[src/rtl/regfile_2r1w_pkg.sv]
// Shared definitions for the two-read/one-write register file:
// sequencer state encoding and the power-up value of each register.
package regfile_2r1w_pkg;

    typedef enum logic [0:0] {
        ST_INIT = 1'b0,
        ST_RUN  = 1'b1
    } state_e;

    // Mode 0 loads each register with its own index, mode 1 clears everything.
    function automatic logic [31:0] init_value(input logic [31:0] index, input logic mode);
        return mode ? 32'd0 : index;
    endfunction

endpackage

[src/rtl/regfile_init_seq.sv]
// Post-reset initialisation sequencer: walks every register once, then
// parks in RUN and raises ready_o.
module regfile_init_seq #(
    parameter int NUM_REGS  = 8,
    parameter int ADDR_W    = $clog2(NUM_REGS),
    parameter int DATA_W    = 8,
    parameter int INIT_MODE = 0
) (
    input  logic              clk_i,
    input  logic              rst_i,
    output logic              init_we_o,
    output logic [ADDR_W-1:0] init_addr_o,
    output logic [DATA_W-1:0] init_data_o,
    output logic              ready_o
);
    import regfile_2r1w_pkg::*;

    localparam logic [ADDR_W-1:0] LAST_ADDR = ADDR_W'(NUM_REGS - 1);

    state_e            state_q, state_d;
    logic [ADDR_W-1:0] cnt_q, cnt_d;

    always_comb begin
        state_d = state_q;
        cnt_d   = cnt_q;
        if (state_q == ST_INIT) begin
            cnt_d = cnt_q + ADDR_W'(1);
            if (cnt_q == LAST_ADDR) begin
                state_d = ST_RUN;
            end
        end
    end

    always_ff @(posedge clk_i) begin
        if (rst_i) begin
            state_q <= ST_INIT;
            cnt_q   <= '0;
        end else begin
            state_q <= state_d;
            cnt_q   <= cnt_d;
        end
    end

    assign init_we_o   = (state_q == ST_INIT) && !rst_i;
    assign init_addr_o = cnt_q;
    assign init_data_o = DATA_W'(init_value(32'(cnt_q), INIT_MODE != 0));
    assign ready_o     = (state_q == ST_RUN);

endmodule

[src/rtl/regfile_2r1w.sv]
// Two-read/one-write register file with optional x0 hardwiring, write-to-read
// bypass and a per-register busy scoreboard for decode-stage hazard checks.
module regfile_2r1w #(
    parameter int DATA_W    = 8,
    parameter int NUM_REGS  = 8,
    parameter int ADDR_W    = $clog2(NUM_REGS),
    parameter int ZERO_REG  = 1,
    parameter int BYPASS    = 1,
    parameter int INIT_MODE = 0
) (
    input  logic              clk,
    input  logic              rst,
    input  logic [ADDR_W-1:0] raddr_a,
    input  logic [ADDR_W-1:0] raddr_b,
    output logic [DATA_W-1:0] rdata_a,
    output logic [DATA_W-1:0] rdata_b,
    output logic              busy_a,
    output logic              busy_b,
    input  logic              we,
    input  logic [ADDR_W-1:0] waddr,
    input  logic [DATA_W-1:0] wdata,
    input  logic              rsv_en,
    input  logic [ADDR_W-1:0] rsv_addr,
    output logic              ready
);
    import regfile_2r1w_pkg::*;

    logic [DATA_W-1:0]   mem_q [NUM_REGS];
    logic [NUM_REGS-1:0] busy_q, busy_d;

    logic              init_we;
    logic [ADDR_W-1:0] init_addr;
    logic [DATA_W-1:0] init_data;

    logic              run_wr, run_rsv, hit_a, hit_b;
    logic              wr_en;
    logic [ADDR_W-1:0] wr_addr;
    logic [DATA_W-1:0] wr_data;

    function automatic logic addr_writable(input logic [ADDR_W-1:0] a);
        return !((ZERO_REG != 0) && (a == '0));
    endfunction

    regfile_init_seq #(
        .NUM_REGS  (NUM_REGS),
        .ADDR_W    (ADDR_W),
        .DATA_W    (DATA_W),
        .INIT_MODE (INIT_MODE)
    ) u_init_seq (
        .clk_i       (clk),
        .rst_i       (rst),
        .init_we_o   (init_we),
        .init_addr_o (init_addr),
        .init_data_o (init_data),
        .ready_o     (ready)
    );

    // Traffic is only honoured once the sequencer has finished.
    assign run_wr  = ready && we && addr_writable(waddr);
    assign run_rsv = ready && rsv_en && addr_writable(rsv_addr);
    assign hit_a   = (BYPASS != 0) && run_wr && (waddr == raddr_a);
    assign hit_b   = (BYPASS != 0) && run_wr && (waddr == raddr_b);

    assign wr_en   = ready ? run_wr : init_we;
    assign wr_addr = ready ? waddr  : init_addr;
    assign wr_data = ready ? wdata  : init_data;

    always_ff @(posedge clk) begin
        if (wr_en) begin
            mem_q[wr_addr] <= wr_data;
        end
    end

    // Reserve is applied after the write clear so a new producer wins.
    always_comb begin
        busy_d = busy_q;
        if (run_wr) begin
            busy_d[waddr] = 1'b0;
        end
        if (run_rsv) begin
            busy_d[rsv_addr] = 1'b1;
        end
    end

    always_ff @(posedge clk) begin
        if (rst) begin
            busy_q <= '0;
        end else begin
            busy_q <= busy_d;
        end
    end

    always_comb begin
        rdata_a = '0;
        busy_a  = 1'b0;
        if (ready) begin
            if (hit_a) begin
                rdata_a = wdata;
            end else if (addr_writable(raddr_a)) begin
                rdata_a = mem_q[raddr_a];
                busy_a  = busy_q[raddr_a];
            end
        end
    end

    always_comb begin
        rdata_b = '0;
        busy_b  = 1'b0;
        if (ready) begin
            if (hit_b) begin
                rdata_b = wdata;
            end else if (addr_writable(raddr_b)) begin
                rdata_b = mem_q[raddr_b];
                busy_b  = busy_q[raddr_b];
            end
        end
    end

endmodule

[config.mk]
export PLATFORM = sky130hd
export DESIGN_NAME = regfile_2r1w
export DESIGN_NICKNAME = d
export VERILOG_FILES = /design/src/rtl/regfile_2r1w_pkg.sv /design/src/rtl/regfile_init_seq.sv /design/src/rtl/regfile_2r1w.sv
export SDC_FILE = /design/constraint.sdc
export NUM_CORES = 1
export LEC_CHECK = 0
export CAP_MARGIN = 10
export CORE_MARGIN = 8
export CORE_UTILIZATION = 56
export CTS_CLUSTER_SIZE = 8
export DETAILED_ROUTE_END_ITERATION = 12
export PLACE_DENSITY = 0.87
export SKIP_LAST_GASP = 1
export SYNTH_ARGS = -nofsm -noshare
export SYNTH_HDL_FRONTEND = slang
export SYNTH_SLANG_ARGS = --single-unit
[constraint.sdc]
create_clock -name clk -period 2 [get_ports clk]
set_input_delay 0.2 -clock clk [delete_from_list [all_inputs] [get_ports clk]]
set_output_delay 0.2 -clock clk [all_outputs]
set_load 0.02 [all_outputs]
== Yosys cells after proc, flatten, opt, wreduce, memory -nomap -nowiden ==
Memories as Yosys holds them, arrays and structs flattened.
Cells that the tools add are included.

* RAM bits: 64
* Word-level logic and storage cells: 63
* Memories kept: 1
* Bits of input ports: 24
* Flip-flop bits (word level): 12

* Add/subtract/negate cells: 1
* $lt $le $gt $ge: 6
* Reduce and logical (&&, ||, !) cells: 16
* Muxes and demuxes: 29
* Bitwise logic cells: 4
* Equal/unequal tests: 3

{| class="wikitable"
|+ Memory list
! memory !! words !! width !! rd ports !! clocked after memory_dff !! write ports !! RTL line !! text
|-
| mem_q || 8 || 8 || 2 || 0 || 1 || regfile_2r1w.sv:28 || <nowiki>logic [DATA_W-1:0] mem_q [NUM_REGS];</nowiki>
|}

{| class="wikitable"
|+ Operator list
! kind !! count
|-
| 8-bit two-way mux || 9
|-
| 3-bit by 4-bit less-than comparator with 1-bit output, second input constant || 4
|-
| 1-bit two-way mux || 15
|-
| 3-bit logical NOT || 4
|-
| 1-bit logical AND || 9
|-
| 8-bit bitwise AND || 1
|-
| 8-bit NOT || 1
|-
| 8-bit OR || 1
|-
| 1-bit binary-select mux with 3-bit select || 2
|-
| 1-bit demux with 3-bit select || 2
|-
| 3-bit == test || 2
|-
| 3-bit by 1-bit greater-or-equal comparator with 1-bit output, second input constant || 2
|-
| 3-bit by 1-bit adder with 3-bit output, second input constant || 1
|-
| 3-bit == test, second input constant || 1
|-
| 1-bit logical NOT || 3
|-
| 3-bit two-way mux || 1
|-
| 1-bit NOT || 1
|}

== Logic depth before layout (Yosys ltp) ==
Gate-level depths: netlist (run 1).

* Word-level depth: 9
* Depth in mapped cells: 7
* Gate-level depth less buffers: 5

== Cells and area by module ==
A second synthesis (run 1) with hierarchy kept.

* Cell total of the unflattened synthesis: 364
* Area, all modules: 4296.6 um2

{| class="wikitable"
|+ Modules (own cells, without submodules)
! module !! area each (um2) !! seq. area each (um2) !! times used !! cells each
|-
| regfile_2r1w || 4065.1 || 1991.9 || 1 || 339
|-
| regfile_init_seq || 231.5 || 80.1 || 1 || 25
|}

== Worst setup path after synthesis (run 1) ==
OpenSTA, ideal clock, no wires.

* Kind: reg-to-reg
* Start: reg u_init_seq.state_q, in the netlist u_init_seq.ready_o
* End: mem mem_q[2][0] (enable)
* Stages on the path, launching flop included: 5
* Setup slack: 0.130 ns
* Data required time: 1.630 ns
* Arrival time: 1.500 ns
* Cell sequence: dfxtp_1 nand2_1 or2_2 o32a_1 nor2_1

* Cells in the longest elaborated chain, start to end: 5
* Elaborated cells on any way between the ends: 8

{| class="wikitable"
|+ Ends and longest elaborated chain
! item !! RTL line !! text
|-
| start: declaration || regfile_init_seq.sv:20 || <nowiki>state_e state_q, state_d;</nowiki>
|-
| start signal: assignment || regfile_init_seq.sv:39 || <nowiki>state_q <= state_d;</nowiki>
|-
| 1-bit logical AND or 1-bit NOT (tied branches) || regfile_2r1w.sv:59, regfile_init_seq.sv:44 ||
|-
| 1-bit logical AND (on tied branches) || regfile_2r1w.sv:59, regfile_init_seq.sv:44 ||
|-
| 1-bit two-way mux || regfile_2r1w.sv:64 || <nowiki>assign wr_en = ready ? run_wr : init_we;</nowiki>
|-
| 1-bit two-way mux || regfile_2r1w.sv:69 || <nowiki>if (wr_en) begin</nowiki>
|-
| 1-bit two-way mux (not written as such) || regfile_2r1w.sv:70 || <nowiki>mem_q[wr_addr] <= wr_data;</nowiki>
|-
| end: declaration || regfile_2r1w.sv:28 ||
|}

Parallel ways exist; a longest one is shown, timed or not.

== Worst setup path after layout (run 1) ==
* Start: in waddr[0]
* End: out rdata_b[4]

* Cells in the longest elaborated chain, start to end: 6
* Elaborated cells on any way between the ends: 7

{| class="wikitable"
|+ Ends and longest elaborated chain
! item !! RTL line !! text
|-
| start: declaration || regfile_2r1w.sv:20 || <nowiki>input logic [ADDR_W-1:0] waddr,</nowiki>
|-
| 3-bit logical NOT || regfile_2r1w.sv:41 || <nowiki>return !((ZERO_REG != 0) && (a == '0));</nowiki>
|-
| 1-bit logical NOT || regfile_2r1w.sv:41 ||
|-
| 1-bit logical AND || regfile_2r1w.sv:59 || <nowiki>assign run_wr = ready && we && addr_writable(waddr);</nowiki>
|-
| 1-bit logical AND * || regfile_2r1w.sv:62 || <nowiki>assign hit_b = (BYPASS != 0) && run_wr && (waddr == raddr_b);</nowiki>
|-
| 8-bit two-way mux * || regfile_2r1w.sv:110 || <nowiki>if (hit_b) begin</nowiki>
|-
| 8-bit two-way mux * || regfile_2r1w.sv:109 || <nowiki>if (ready) begin</nowiki>
|-
| end: declaration || regfile_2r1w.sv:16 || <nowiki>output logic [DATA_W-1:0] rdata_b,</nowiki>
|}

Mark *: on every way between the ends. The rest lies on a longest branch, timed or not.

==> flow_summary.rst, run 1 <==
.. list-table::
   :header-rows: 1

   * - Metric
     - Value
   * - 1st-pass router iterations
     - 4
   * - Req. time, crit path
     - 1.80 ns
   * - Maximum clock frequency
     - 480.5 MHz
   * - Asr flop ratio synth
     - 0%
   * - Post-synth top cells
     - sky130_fd_sc_hd__edfxtp_1, sky130_fd_sc_hd__nor2_1, sky130_fd_sc_hd__nand2_1
   * - Portion of the post-synthesis area used by sequential elements
     - 51.55%
   * - Type of destination of the critical path
     - output pin
   * - Violations in the final reports
     - setup timing
   * - Transition time at the pin with the least slew margin
     - 0.5727 ns
   * - Cell count after synthesis
     - 320
   * - Power Total
     - 0.003453 W
   * - Time the worst path needs with I/O delays and setup
     - 2.081 ns
   * - Crit Path Max Fanout
     - 7
   * - Largest cells by area after synthesis
     - sky130_fd_sc_hd__edfxtp_1, sky130_fd_sc_hd__mux4_2, sky130_fd_sc_hd__dfxtp_1
   * - Worst slew slack as a fraction of its limit
     - 61.78%
   * - Count of buffers from port buffering
     - 42
   * - Most instantiated flip-flop cell in the synthesis netlist
     - sky130_fd_sc_hd__edfxtp_1
   * - Wire per inst
     - 22.02 um
   * - Post-synthesis cell type count
     - 36
   * - Core region area
     - 6681 um^2
   * - ANT cells
     - 0
   * - Die ar.
     - 9648 um^2
   * - Wire length of the first global-routing pass
     - 17.15 mm
   * - Total wire length after detailed routing
     - 10.79 mm
   * - Sinks on the clock net
     - 69
   * - Type of the tightest min-delay check
     - in2reg
   * - Violation count after the first detailed-routing iteration
     - 307
   * - Library cell with the largest summed area after synthesis
     - sky130_fd_sc_hd__edfxtp_1
   * - Hpwl dp
     - 7.199 mm
   * - Residual DRC count
     - 0
   * - Residual overflow from global routing
     - 0
   * - FP Rows
     - 30
   * - Startpoint type of the worst setup path
     - primary input
   * - Root buffer cell
     - sky130_fd_sc_hd__clkbuf_8
   * - Design internal power
     - 0.002644 W
   * - Number of enable flip-flop cells after synthesis
     - 57
   * - Net Switching
     - 0.0008090 W
   * - Placer congestion estimate
     - 0.9147
   * - Arrival time of data at the critical path endpoint
     - 1.88 ns
   * - Initial core utilization
     - 56.67%
   * - Final ANT Viol Nets
     - 0
   * - Nets
     - 431
   * - Number of synthesized register bits
     - 69
   * - Latest clock arrival within the worst-skew pair
     - 0.36 ns
   * - Sum of negative setup slack
     - -0.3285 ns
   * - Setup slack after layout
     - -0.08122 ns
   * - Vias per Instance
     - 6.310
   * - Combinational group share of total power
     - 13.6%
   * - Number of buffers on the longest clock path
     - 2
   * - Synthesized cell area
     - 3786 um^2
   * - Clock Pin Slew Worst Setup and Hold Paths
     - 0.07 ns
   * - Total CTS buffers
     - 9
   * - Vias in the first global route
     - 3308
   * - Share of final-layout standard cells stronger than drive strength 1
     - 35.12%
   * - Synth top area share
     - 45.21%
   * - Synthesized area per cell
     - 11.83 um^2
   * - Most common cell in the synthesized netlist
     - sky130_fd_sc_hd__edfxtp_1
   * - Net Sw Frac
     - 23.43%
   * - CTS Hold Buffers Added
     - 0
   * - Max-cap violation count
     - 0
   * - Die X-Extent
     - 98.23 um
   * - TritonCTS clock tree
     - yes
   * - Critical Setup Path Class
     - in2out
   * - Clock network fraction of design power
     - 40.1%
   * - Layout-stage area growth over the synthesis result
     - 31.00%
   * - Antenna violations before repair
     - 0
   * - Crit share post-route
     - 104.1%
   * - Number of vias in the routed layout
     - 3092
   * - CTS H-tree lvls
     - 3
   * - GRT Resource Usage Total
     - 22.98%
   * - Clock tree skew after final layout
     - 0.01168 ns
   * - Pwr dens
     - 696.1 nW/um^2
   * - Setup-failing EPs final
     - 11
   * - Pin count of the biggest net entering global routing
     - 20
   * - Fraction of power consumed by sequential logic
     - 46.3%
   * - P_leak
     - 1.876 nW
   * - Maximum vdd drop
     - 0.6748 mV
   * - Slew Viols, Final
     - 0
   * - Unrepaired setup endpoints after global routing
     - yes
   * - Outcome
     - complete, but fails checks
   * - Syn Nets
     - 346
   * - Final hold violation count
     - 0
   * - Chip Height
     - 98.23 um
   * - IO Pins
     - 43
   * - Yosys warning count
     - 0
## metrics by stage
step / setup slack (ns) / hold WS (ns) / instance area, um^2 / util (%) / cells
2_1_floorplan: 0.1302 / 0.2691 / 3786 / - / 320
3_3_place_gp: -0.6297 / 0.4620 / 4657 / 69.70 / 471
3_5_place_dp: -0.6659 / 0.4639 / 4657 / 69.70 / 471
4_1_cts: -0.08960 / 0.4736 / 4917 / 73.60 / 490
5_1_grt: -0.1480 / 0.4377 / 4960 / 74.23 / 490
6_report: -0.08122 / 0.4171 / 4960 / 74.23 / 490
## cells by family after synthesis
family / share of synthesized area, %
AND/OR/NAND/NOR: 10.64
flip-flops: 51.55
AO/OA/AOI/OAI: 10.58
multiplexers: 21.84
buffers and inverters: 3.569
XOR/XNOR: 1.157
adder cells (fa/ha/maj): 0.6608
## worst max-delay path, stage by stage
cell	delay [ns]
sky130_fd_sc_hd__dlygate4sd2_1	0.31
sky130_fd_sc_hd__xor2_1	0.20
sky130_fd_sc_hd__a211o_1	0.32
sky130_fd_sc_hd__nor3_4	0.18
sky130_fd_sc_hd__buf_6	0.20
sky130_fd_sc_hd__mux2i_2	0.26
sky130_fd_sc_hd__nor2_1	0.06
sky130_fd_sc_hd__buf_2	0.16
## per-layer routing
metal	part of all wire, %	vias to the layer above	global-route usage, %
met3	8.6	36	6.899
met2	51	156	39.36
met1	38	1537	25.35
met5	0	-	0
met4	3.3	0	11.69
li1	-	1363	-
## repair_timing
action	CTS	global route
gates resized for setup	97	21
buffers inserted	2	1
gates cloned	1	0
pin swaps	5	5
endpoints found under the hold margin	0	0
setup endpoints to repair	26	26
## power by group through the flow
stage	combinational (W)	clock (W)	sequential (W)
6_report	0.000468	0.00138	0.00160
5_1_grt	0.000497	0.00144	0.00160
4_1_cts	0.000451	0.00138	0.00160
3_5_place_dp	0.000430	0	0.00163
3_3_place_gp	0.000418	0	0.00163
2_1_floorplan	0.000231	0	0.00163
## worst paths after layout
path,startpoint,endpoint,slack [ns],depth (start not counted)
hold / removal,waddr[1],busy_q[1],0.42,4
hold reg to reg,busy_q[0],busy_q[0],0.48,1
setup reg to reg,u_init_seq.ready_o,mem_q[6][2],0.07,7
setup / recovery,waddr[0],rdata_b[4],-0.08,8
## registers in the layout, summed over array words and instances, names as in the netlist
signal and cells:
u_init_seq.init_addr_o 3, busy_q 8, mem_q 57, u_init_seq.ready_o 1
## cell usage in the layout, fill, tap and decap left out, types with 3 or more instances in the layout
cell                               n
sky130_fd_sc_hd__a21oi_1          15
sky130_fd_sc_hd__a22oi_1          14
sky130_fd_sc_hd__and2_1            5
sky130_fd_sc_hd__buf_12            5
sky130_fd_sc_hd__buf_2            11
sky130_fd_sc_hd__buf_4            52
sky130_fd_sc_hd__buf_6             4
sky130_fd_sc_hd__bufinv_16         3
sky130_fd_sc_hd__clkbuf_8          9
sky130_fd_sc_hd__clkdlybuf4s50_1  14
sky130_fd_sc_hd__dfxtp_1          11
sky130_fd_sc_hd__dlygate4sd2_1     3
sky130_fd_sc_hd__dlymetal6s2s_1    4
sky130_fd_sc_hd__edfxtp_1         57
sky130_fd_sc_hd__inv_1             3
sky130_fd_sc_hd__mux2_2           19
sky130_fd_sc_hd__mux2i_1          19
sky130_fd_sc_hd__mux2i_2           4
sky130_fd_sc_hd__mux4_2           17
sky130_fd_sc_hd__nand2_1          29
sky130_fd_sc_hd__nand3_1           3
sky130_fd_sc_hd__nor2_1           33
sky130_fd_sc_hd__nor2b_1           5
sky130_fd_sc_hd__nor3_1            5
sky130_fd_sc_hd__o21ai_0          20
sky130_fd_sc_hd__o21ai_1           4
sky130_fd_sc_hd__xor2_1            3
## area by class of cell
| class | instances | area (um^2) |
|---|---|---|
| Clock buffer | 10 | 127.6 |
| Clock inverter | 6 | 110.1 |
| Fill cell | 403 | 1722 |
| Inverter | 4 | 18.77 |
| Multi-Input combinational cell | 223 | 1773 |
| Sequential cell | 69 | 1953 |
| Tap cell | 80 | 100.1 |
| Timing Repair Buffer | 98 | 877.1 |
No activity file was read; power rests on OpenSTA's default activity.
==> run 2: changes to the inputs <==
--- a/config.mk
+++ b/config.mk
@@ -7,10 +7,10 @@
 export LEC_CHECK = 0
 export CAP_MARGIN = 10
 export CORE_MARGIN = 8
-export CORE_UTILIZATION = 56
+export CORE_UTILIZATION = 25
 export CTS_CLUSTER_SIZE = 8
 export DETAILED_ROUTE_END_ITERATION = 12
-export PLACE_DENSITY = 0.87
+export PLACE_DENSITY = 0.49
 export SKIP_LAST_GASP = 1
 export SYNTH_ARGS = -nofsm -noshare
 export SYNTH_HDL_FRONTEND = slang
==> run 2 against run 1 <==
Net effect: the flow now finishes without violations; cell count increased by 23%; hold slack improved by 0.052 ns; core utilization is 40 points lower; total power grew 9.6%; worst setup slack better by 0.098 ns; non-clock buffer count up 4.
==> flow_summary.rst, run 2 (synthesized netlist as in run 1, its figures left out) <==
.. list-table::
   :header-rows: 1

   * - Metric
     - Value
   * - Crit Path Max Fanout
     - 3 (-4)
   * - Slowest Stage Delay on Critical Path
     - 0.33 ns (about the same)
   * - Unrepaired setup endpoints after global routing
     - yes
   * - Buf+Inv Stages, Crit Path
     - 2 (-1)
   * - Chip Height
     - 139.1 um (+42%)
   * - Hold wc startpoint
     - busy_q[0]
   * - Share of the core filled with cells in the final layout
     - 34.54% (-40 points)
   * - CP Launch Point
     - u_init_seq.ready_o
   * - Total area of multi-input combinational cells
     - 1762 um^2 (-0.64%)
   * - Critical Setup Path Class
     - reg2out
   * - GRT Resource Usage Total
     - 11.15% (-12 points)
   * - Crit-path cells
     - nand2_2, a211o_1, nor3_4, buf_4, mux2i_1, nor2_1, buf_4
   * - Core region area
     - 14980 um^2 (+120%)
   * - Most flop-heavy register
     - mem_q
   * - Placer congestion estimate
     - 0.7731 (-15%)
   * - Vias in the first global route
     - 2975 (-10%)
   * - Design internal power
     - 0.002923 W (+11%)
   * - Total wire length after detailed routing
     - 10.53 mm (-2.4%)
   * - Pwr dens
     - 731.4 nW/um^2 (+5.1%)
   * - Nets
     - 435 (+0.93%)
   * - Latest clock arrival within the worst-skew pair
     - 0.34 ns (-0.02 ns)
   * - Setup-failing EPs final
     - 0 (-11)
   * - Vias per Instance
     - 4.658 (-26%)
   * - IO Pins
     - 43 (unchanged)
   * - Wire length of the first global-routing pass
     - 16.57 mm (-3.4%)
   * - Slowest stage cell on the critical path
     - sky130_fd_sc_hd__dfxtp_2
   * - Count of buffers from port buffering
     - 42 (unchanged)
   * - Clock tree skew after final layout
     - 0.006795 ns (-0.004884 ns)
   * - Largest delay share family, worst path
     - buffers and inverters
   * - Layout filler cell count
     - 1483 (+270%)
   * - Global Route met2 Usage
     - 20.01% (-19 points)
   * - Pin count of the biggest net entering global routing
     - 25 (+25%)
   * - Arrival time of data at the critical path endpoint
     - 1.78 ns (-0.10 ns)
   * - Total area of sequential cells
     - 1953 um^2 (unchanged)
   * - Number of vias in the routed layout
     - 2804 (-9.3%)
   * - Clock network fraction of design power
     - 45.4% (+5.3 points)
   * - Net Switching
     - 0.0008606 W (+6.4%)
   * - Combinational group share of total power
     - 12.1% (-1.5 points)
   * - Final hold violation count
     - 0 (unchanged)
   * - Violation count after the first detailed-routing iteration
     - 148 (-52%)
   * - Global-route track usage on met1
     - 12.61% (-13 points)
   * - Residual DRC count
     - 0 (unchanged)
   * - Fraction of power consumed by sequential logic
     - 42.5% (-3.8 points)
   * - Worst setup slack before clock tree synthesis
     - -0.8203 ns (-0.1544 ns)
   * - Worst slew slack as a fraction of its limit
     - 62.25% (+0.47 points)
   * - Share of final-layout standard cells stronger than drive strength 1
     - 35.02% (-0.098 points)
   * - Root buffer cell
     - sky130_fd_sc_hd__clkbuf_16
   * - Gr busiest metal
     - met2
   * - Leading cell types in the layout, fill and taps excluded
     - sky130_fd_sc_hd__edfxtp_1, sky130_fd_sc_hd__buf_4, sky130_fd_sc_hd__nor2_1
   * - Residual overflow from global routing
     - 0 (unchanged)
   * - Met3 usage
     - 2.616% (-4.3 points)
   * - Maximum vdd drop
     - 0.4139 mV (-39%)
   * - 1st-pass router iterations
     - 4 (unchanged)
   * - Total CTS buffers
     - 9 (unchanged)
   * - Most common cell after layout, fill and taps aside
     - sky130_fd_sc_hd__edfxtp_1
   * - P_leak
     - 1.890 nW (+0.71%)
   * - Die X-Extent
     - 139.1 um (+42%)
   * - Sinks on the clock net
     - 69 (unchanged)
   * - CTS H-tree lvls
     - 3 (unchanged)
   * - Hpwl dp
     - 7.712 mm (+7.1%)
   * - Transition time at the pin with the least slew margin
     - 0.5584 ns (-0.01424 ns)
   * - Clock Pin Slew Worst Setup and Hold Paths
     - 0.06 ns (about the same)
   * - CTS Hold Buffers Added
     - 0 (unchanged)
   * - Antenna violations before repair
     - 0 (unchanged)
   * - Number of buffers on the longest clock path
     - 2 (unchanged)
   * - Final ANT Viol Nets
     - 0 (unchanged)
   * - Layout-stage area growth over the synthesis result
     - 36.62%
   * - Net Sw Frac
     - 22.75% (-0.69 points)
   * - Crit share post-route
     - 99.15% (-4.9 points)
   * - ANT cells
     - 0 (unchanged)
   * - FP Rows
     - 45 (+50%)
   * - Cell with the most instances on the worst path
     - sky130_fd_sc_hd__buf_4
   * - Setup slack after layout
     - 0.01703 ns (+0.09825 ns)
   * - Type of destination of the critical path
     - output pin
   * - Slew Viols, Final
     - 0 (unchanged)
   * - Flip-flop count of the largest register after layout
     - 57 (unchanged)
   * - Power Total
     - 0.003783 W (+9.6%)
   * - Time the worst path needs with I/O delays and setup
     - 1.983 ns (-0.09825 ns)
   * - Max-cap violation count
     - 0 (unchanged)
   * - Type of the tightest min-delay check
     - reg2reg
   * - Startpoint type of the worst setup path
     - flip-flop
   * - Initial core utilization
     - 25.28% (-31 points)
   * - Wire per inst
     - 17.49 um (-21%)
   * - TritonCTS clock tree
     - yes
   * - Outcome
     - finished clean
   * - Critical R2R Launch
     - u_init_seq.ready_o
   * - Die ar.
     - 19340 um^2 (+100%)
   * - Req. time, crit path
     - 1.80 ns (about the same)
   * - Maximum clock frequency
     - 504.3 MHz (+5.0%)
-- run 2: changes by cell type in the layout (fill, tap and decap cells not counted), moves of 3 or more --
| cell | delta |
|---|---|
| sky130_fd_sc_hd__mux2i_1 | +4 |
| sky130_fd_sc_hd__clkbuf_8 | -9 |
| sky130_fd_sc_hd__buf_6 | +3 |
| sky130_fd_sc_hd__mux2i_2 | -4 |
| sky130_fd_sc_hd__dlymetal6s2s_1 | -4 |
| sky130_fd_sc_hd__clkinv_4 | +3 |
| sky130_fd_sc_hd__clkbuf_16 | +9 |
-- run 2: layer usage --
metal | wire, um | part of all wire (%) | vias up
li1 | - | - | 1378
met1 | 4373 | 42 | 1356
met2 | 5530 | 53 | 59
met3 | 458 | 4.3 | 11
met4 | 168 | 1.6 | 0
met5 | 0 | 0 | -
-- run 2: per-stage QoR --
step,setup TNS [ns],hold slack [ns],std cells,instance area [um^2]
detailed placement,-14.04,0.4649,578,4760
finish,0,0.4694,602,5172
floorplan,0,0.2691,320,3786
global placement,-13.40,0.4628,578,4760
CTS,-0.6077,0.4735,602,5171
global route,-1.231,0.4833,602,5172
-- run 2: area by class of cell --
type / instances / share of cell area (%)
clock inverter: 6 / 1.838
timing repair buffer: 102 / 17.08
clock buffer: 10 / 4.427
sequential: 69 / 37.76
inverter: 4 / 0.2903
multi-input combinational: 223 / 34.06
tap: 188 / 4.548
-- run 2: power groups by stage --
stage | registers, W | logic [W] | clock network (W)
detailed placement | 0.00164 | 0.000425 | 0
finish | 0.00161 | 0.000458 | 0.00172
CTS | 0.00161 | 0.000457 | 0.00176
global route | 0.00161 | 0.000494 | 0.00181
global placement | 0.00164 | 0.000424 | 0
floorplan | 0.00163 | 0.000231 | 0
-- run 2: final timing paths --
path | slack (ns) | depth (start not counted) | end
setup / recovery | 0.02 | 7 | rdata_a[6]
hold / removal | 0.47 | 1 | busy_q[0]
setup reg to reg | 0.09 | 7 | mem_q[3][1]
hold reg to reg | 0.47 | 1 | busy_q[0]
-- run 2: what timing repair did --
item / 4_1_cts / 5_1_grt
pin swaps: 6 / 3
resized for setup: 108 / 10
setup endpoints to repair: 18 / 26
setup buffers: 9 / 0
cloned: 1 / 0
==> run 3: changes to the inputs <==
--- a/config.mk
+++ b/config.mk
@@ -15,3 +15,4 @@
 export SYNTH_ARGS = -nofsm -noshare
 export SYNTH_HDL_FRONTEND = slang
 export SYNTH_SLANG_ARGS = --single-unit
+export TNS_END_PERCENT = 100
==> results of run 3 <==
The final DEF is identical to that of run 2; final timing and power are the same.
